### config.mk
export PLATFORM = sky130hd
export DESIGN_NAME = stopwatch_core
export DESIGN_NICKNAME = d
export VERILOG_FILES = /design/src/rtl/stopwatch_core.sv
export SDC_FILE = /design/constraint.sdc
export NUM_CORES = 1
export LEC_CHECK = 0
export BUFFER_PORTS_ARGS = -buffer_cell sky130_fd_sc_hd__buf_2
export CAP_MARGIN = 20
export CORE_MARGIN = 2
export CORE_UTILIZATION = 60
export DETAILED_ROUTE_END_ITERATION = 12
export HOLD_SLACK_MARGIN = 0.06
export PLACE_DENSITY = 0.79
export SLEW_MARGIN = 15
export SYNTH_ARGS = -nofsm -noshare
export SYNTH_HDL_FRONTEND = slang
export SYNTH_SLANG_ARGS = --single-unit
### constraint.sdc
create_clock -name clk -period 3.45 [get_ports clk]
set_input_delay 1.035 -clock clk [delete_from_list [all_inputs] [get_ports clk]]
set_output_delay 1.035 -clock clk [all_outputs]
set_load 0.01 [all_outputs]
### src/rtl/stopwatch_core.sv
// Stopwatch timekeeping engine: run/pause/lap FSM, centisecond prescaler and
// a six-digit BCD mm:ss.cc counter with a lap snapshot for the display.
module stopwatch_core #(
  parameter int TICK_DIV = 500000,
  parameter int PRE_W    = 19
) (
  input  logic       clk,
  input  logic       hard_reset,
  input  logic       start_stop,
  input  logic       lap,
  input  logic       clear,
  output logic [3:0] d,
  output logic [3:0] e,
  output logic [3:0] f,
  output logic [3:0] g,
  output logic [3:0] h,
  output logic [3:0] i,
  output logic       running,
  output logic       lap_active,
  output logic       ovf
);

  typedef enum logic [1:0] {IDLE, RUN, PAUSE, LAP} state_e;

  localparam logic [PRE_W-1:0] PRE_LAST = PRE_W'(TICK_DIV - 1);
  // Digit 0 is centisecond units (i), digit 5 is minutes tens (d).
  localparam logic [5:0][3:0] DIGIT_MAX = {4'd5, 4'd9, 4'd5, 4'd9, 4'd9, 4'd9};

  state_e           state_q, state_d;
  logic [PRE_W-1:0] pre_q, pre_d;
  logic [5:0][3:0]  cnt_q, cnt_d, cnt_inc;
  logic [5:0][3:0]  snap_q, snap_d;
  logic [5:0][3:0]  disp_q, disp_d;
  logic             ovf_q, ovf_d;
  logic             counting, tick, wrap, clear_hit, lap_enter;

  assign counting  = (state_q == RUN) || (state_q == LAP);
  assign tick      = counting && (pre_q == PRE_LAST);
  assign clear_hit = (state_q == PAUSE) && !start_stop && clear;
  assign lap_enter = (state_q == RUN) && !start_stop && lap;

  always_comb begin
    // NOTE: every always_comb target gets a default first so no path can infer a latch.
    state_d = state_q;
    case (state_q)
      IDLE:    if (start_stop) state_d = RUN;
      RUN:     if (start_stop) state_d = PAUSE;
               else if (lap)   state_d = LAP;
      LAP:     if (start_stop) state_d = PAUSE;
               else if (lap)   state_d = RUN;
      PAUSE:   if (start_stop) state_d = RUN;
               else if (clear) state_d = IDLE;
      default: state_d = IDLE;
    endcase
  end

  // Ripple-carry BCD increment; a carry out of the top digit is the overflow.
  always_comb begin
    logic carry;
    cnt_inc = cnt_q;
    carry   = 1'b1;
    for (int k = 0; k < 6; k++) begin
      if (carry) begin
        if (cnt_q[k] == DIGIT_MAX[k]) begin
          cnt_inc[k] = 4'd0;
        end else begin
          cnt_inc[k] = cnt_q[k] + 4'd1;
          carry      = 1'b0;
        end
      end
    end
    wrap = carry;
  end

  always_comb begin
    pre_d  = pre_q;
    cnt_d  = cnt_q;
    ovf_d  = ovf_q;
    snap_d = snap_q;
    if (clear_hit) begin
      pre_d = '0;
      cnt_d = '0;
      ovf_d = 1'b0;
    end else if (counting) begin
      pre_d = tick ? '0 : pre_q + PRE_W'(1);
      if (tick) begin
        cnt_d = cnt_inc;
        ovf_d = ovf_q | wrap;
      end
    end
    // The snapshot captures the post-tick value so a coincident tick is not lost.
    if (lap_enter) snap_d = cnt_d;
    disp_d = (state_d == LAP) ? snap_d : cnt_d;
  end

  // NOTE: sequential state uses non-blocking assignments so all registers update together.
  always_ff @(posedge clk or negedge hard_reset) begin
    if (!hard_reset) begin
      state_q <= IDLE;
      pre_q   <= '0;
      cnt_q   <= '0;
      snap_q  <= '0;
      disp_q  <= '0;
      ovf_q   <= 1'b0;
    end else begin
      state_q <= state_d;
      pre_q   <= pre_d;
      cnt_q   <= cnt_d;
      snap_q  <= snap_d;
      disp_q  <= disp_d;
      ovf_q   <= ovf_d;
    end
  end

  assign d          = disp_q[5];
  assign e          = disp_q[4];
  assign f          = disp_q[3];
  assign g          = disp_q[2];
  assign h          = disp_q[1];
  assign i          = disp_q[0];
  assign running    = counting;
  assign lap_active = (state_q == LAP);
  assign ovf        = ovf_q;

endmodule

==> Word level (Yosys, flattened, before mapping) <==
Index checks and enable logic that the tools add are counted.
{ "totals": {"reg_bits": 94, "in_bits": 5, "output_inout_bits": 27, "wordCells": 92} }
{ "classes": {"addsub": 7, "n_eq_ne": 11, "n_mux": 41, "bitwise_logic": 1, "reduce_logical": 11} }
{ "op_table": {"columns": ["op", "count"], "rows": [
  ["$mux 24", 5],
  ["$mux 19", 3],
  ["$mux 4", 11],
  ["$add 4x1->4 const B", 6],
  ["$add 19x1->19 const B", 1],
  ["$eq 19x19->1 const B", 1],
  ["$eq 4x4->1 const B", 4],
  ["$mux 1", 14],
  ["$mux 2", 7],
  ["$eq 4x3->1 const B", 2],
  ["$pmux 2 s4", 1],
  ["$eq 2x2->1 const B", 3],
  ["$logic_and 1x1->1", 5],
  ["$reduce_bool 2->1", 2],
  ["$eq 2x1->1 const B", 1],
  ["$logic_not 2->1", 1],
  ["$reduce_and 2->1", 1],
  ["$logic_not 1->1", 1],
  ["$logic_or 1x1->1", 1],
  ["$or 1x1->1", 1]
]} }

==> Longest topological paths before layout <==
{ "logic_depth": {"word_depth": 12, "mapped_depth": 8, "ltp_nobuf": 7} }

==> Worst setup path after synthesis <==
Ideal clock, no wire load.
{ "synth_timing": {"kind": "input-to-reg", "from": "in start_stop", "to": "reg disp_q (netlist bit d[1])", "setup_time_ns": 0.132, "arrival_time_ns": 2.128, "required_time_ns": 3.318, "slack_ns": 1.190, "cell_stages": 6, "n_path_buf": 3, "path_cell_list": "nor4bb_1 -> clkbuf_1 -> or2_2 -> clkbuf_1 -> clkbuf_1 -> o21ai_0"} }
{ "synth_rtl": {"columns": ["element", "line_no", "text"], "rows": [
  ["start, declared", "9", "input logic start_stop,"],
  ["end signal, assigned", "110", "disp_q <= disp_d;"],
  ["end, declared", "33", "logic [5:0][3:0] disp_q, disp_d;"]
]} }

==> results.yml <==
status:
  status: "completed"
placement:
  place_area_sq_um: 4770
  gp_congestion: 0.8506
  numPortBuffers: 31
  hpwlAfterDp_um: 6338
logic_synthesis:
  synth.distinct_cells: 50
  synthTopCellsByCount: "dfrtp_1, nand2_1, o21ai_0"
  ys.flop_type: "dfrtp_1"
  yosys_warnings: 0
  async_reset_ff_share_pct: 100.0
  synth_top_area_share_pct: 52.31
  yosysMostFrequentCell: "dfrtp_1"
  ys_seq_area_share_pct: 52.31
  synth_edf_count: 0
  synthCells: 467
  syn_area_sq_um: 4497
  synth.largest_area_cell: "dfrtp_1"
  synth_fp_nets: 483
  syn_avg_cell_area_sq_um: 9.629
  ys_ff_latch: 94
  synth_area_leaders: "dfrtp_1, o21ai_0, nand2_1, nor2_1, ha_1"
timing:
  hold_viol_final: 0
  fin_crit_ps: 2662
  setup_viol: 0
  maxSlewViolCount: 0
  fin_skew_ps: 11.73
  max_freq_mhz: 375.7
  hold-worst-slack_ps: 486.4
  slew_headroom_pct: 56.54
  min_period_over_period_pct: 77.16
  rsz0062_at_grt: "false"
  worstMarginPinSlew_ps: 646.0
  setup_tns_ps: 0
floorplanning:
  dieArea_sq_um: 8203
  initial_core_util_pct: 62.00
  io_pins: 32
  core_area_sq_um: 7253
  fp-row-count: 31
  die_h_um: 90.57
  die_width_um: 90.57
pwr:
  finalPower_uw: 3383
  p_comb_share_pct: 27.4
  p_per_area_nw_per_um2: 679.8
  p_switching_uw: 1202
  pwr-share-seq_pct: 50.5
  p_sw_share_pct: 35.53
  ir_drop_mv: 0.3776
  p_int_uw: 2181
  leakage_uw: 0.002344
  clkPwrFrac_pct: 22.1
clock_network:
  cts_made_buffers: 9
  post-cts-setup-buffers: 0
  cts.repair.resized: 0
  clk_latency_ps: 350
  clk_pin_slew_ps: 100
  htree_num_levels: 3
  cts-root-buf: "clkbuf_8"
  cts_tree: "built"
  cts.sinks: 94
  hold_buffers: 0
  cts_buffer_depth: 2
worst_setup_path:
  start_kind: "register"
  end_kind: "register"
  r2r_slack_ps: 790
  crit_arrival_ps: 2890
  critical_path.max_fanout: 8
  critPathRequiredTime_ps: 3680
  crit_type: "reg2reg"
layout:
  area_growth_pct: 10.66
  drive_above_1_share_pct: 12.63
  n_fill_cell: 575
  n_antenna_cell: 0
  fin_util_pct: 68.60
  final_nets: 510
  design_area_sq_um: 4976
routing:
  firstDrtPassIters: 4
  wl_met3_um: 397
  routedWlPerCell_um: 15.39
  antenna_left: 0
  wl_met2_um: 4357
  highest_layer: "met4"
  num_vias: 3533
  met1_length_um: 4255
  detail_route.iter0.violations: 284
  viasPerCell: 5.908
  drt-total-wl_um: 9206
  drcViolationCount: 0
global_routing:
  grt_pass1_wl_um: 16500
  gr-total-overflow: 0
  first_global_vias: 3424
  grt_max_degree: 60
  antenna_found_initial: 0
  grt_use_total_pct: 24.67
run:
  drv_cap: 0
min_path:
  min_path_type: "reg2reg"
[registers in the layout, indices dropped and copies added (netlist names), 2 cells and up]
name / flops
e: 4
d: 4
pre_q: 19
i: 4
h: 4
snap_q: 24
g: 4
cnt_q: 24
f: 4
state_q: 2
[layout by cell type (no fill, tap or decap), types with 10 or more instances in the layout]
cell / n
buf_2: 30
clkbuf_8: 10
dfrtp_1: 94
ha_1: 11
inv_1: 18
nand2_1: 62
nand3_1: 21
nand4_1: 11
nor2_1: 45
nor3_1: 10
o21ai_0: 48
o31ai_1: 10
xor2_1: 12
[area by class of cell]
class / instances / area (sq um) / share of cell area (%)
flip-flops and latches: 94 / 2352 / 47.27
multi-input cells: 333 / 2007 / 40.33
repair buffers: 37 / 215.2 / 4.325
clock buffers: 10 / 137.6 / 2.766
well taps: 99 / 123.9 / 2.489
inverters: 19 / 71.32 / 1.433
clock inverters: 6 / 68.82 / 1.383
[through the flow]
step,instances,worst slack (ps)
global route,598,627.0
detailed placement,582,830.8
CTS,598,850.6
finish,598,788.1
floorplan,467,1190
global placement,582,878.4
[critical path, stage by stage (launching register included)]
cell     delay [ps]
dfrtp_1         450
nor4_1          610
nand4_1         490
nor3_1          480
mux2i_1         360
o21ai_0         150
[cells by family (layout without fill, tap and decap cells)]
kind of cell,Yosys count,in the layout,share of synthesized area [%]
AND/OR/NAND/NOR,201,201,23.51
multiplexers,8,8,1.781
flip-flops,94,94,52.31
AO/OA/AOI/OAI,97,97,12.83
adder cells (fa/ha/maj),11,11,3.061
buffers and inverters,40,72,3.394
XOR/XNOR,16,16,3.116
[power by group through the flow]
stage               Clock [uW]  Combinational (uW)  Sequential [uW]
global placement             0                 887             1700
floorplan                    0                 592             1710
finish                     748                 926             1710
CTS                        757                 937             1700
detailed placement           0                 935             1720
global route               807                1070             1760
[final timing paths]
kind,start,endpoint,depth (start not counted)
hold reg to reg,snap_q[4],snap_q[4],2
setup reg to reg,pre_q[11],snap_q[13],5
min in group asynchronous,hard_reset,cnt_q[2],1
hold / removal,snap_q[4],snap_q[4],2
max in group asynchronous,hard_reset,snap_q[17],2
setup / recovery,pre_q[11],snap_q[13],5
[per-layer routing]
layer | GRT usage, % | vias to the layer above
met4 | 8.974 | 0
met2 | 39.55 | 90
li1 | - | 1687
met1 | 34.57 | 1735
met3 | 3.589 | 21
met5 | 0 | -
(Power assumes the default switching activity.)
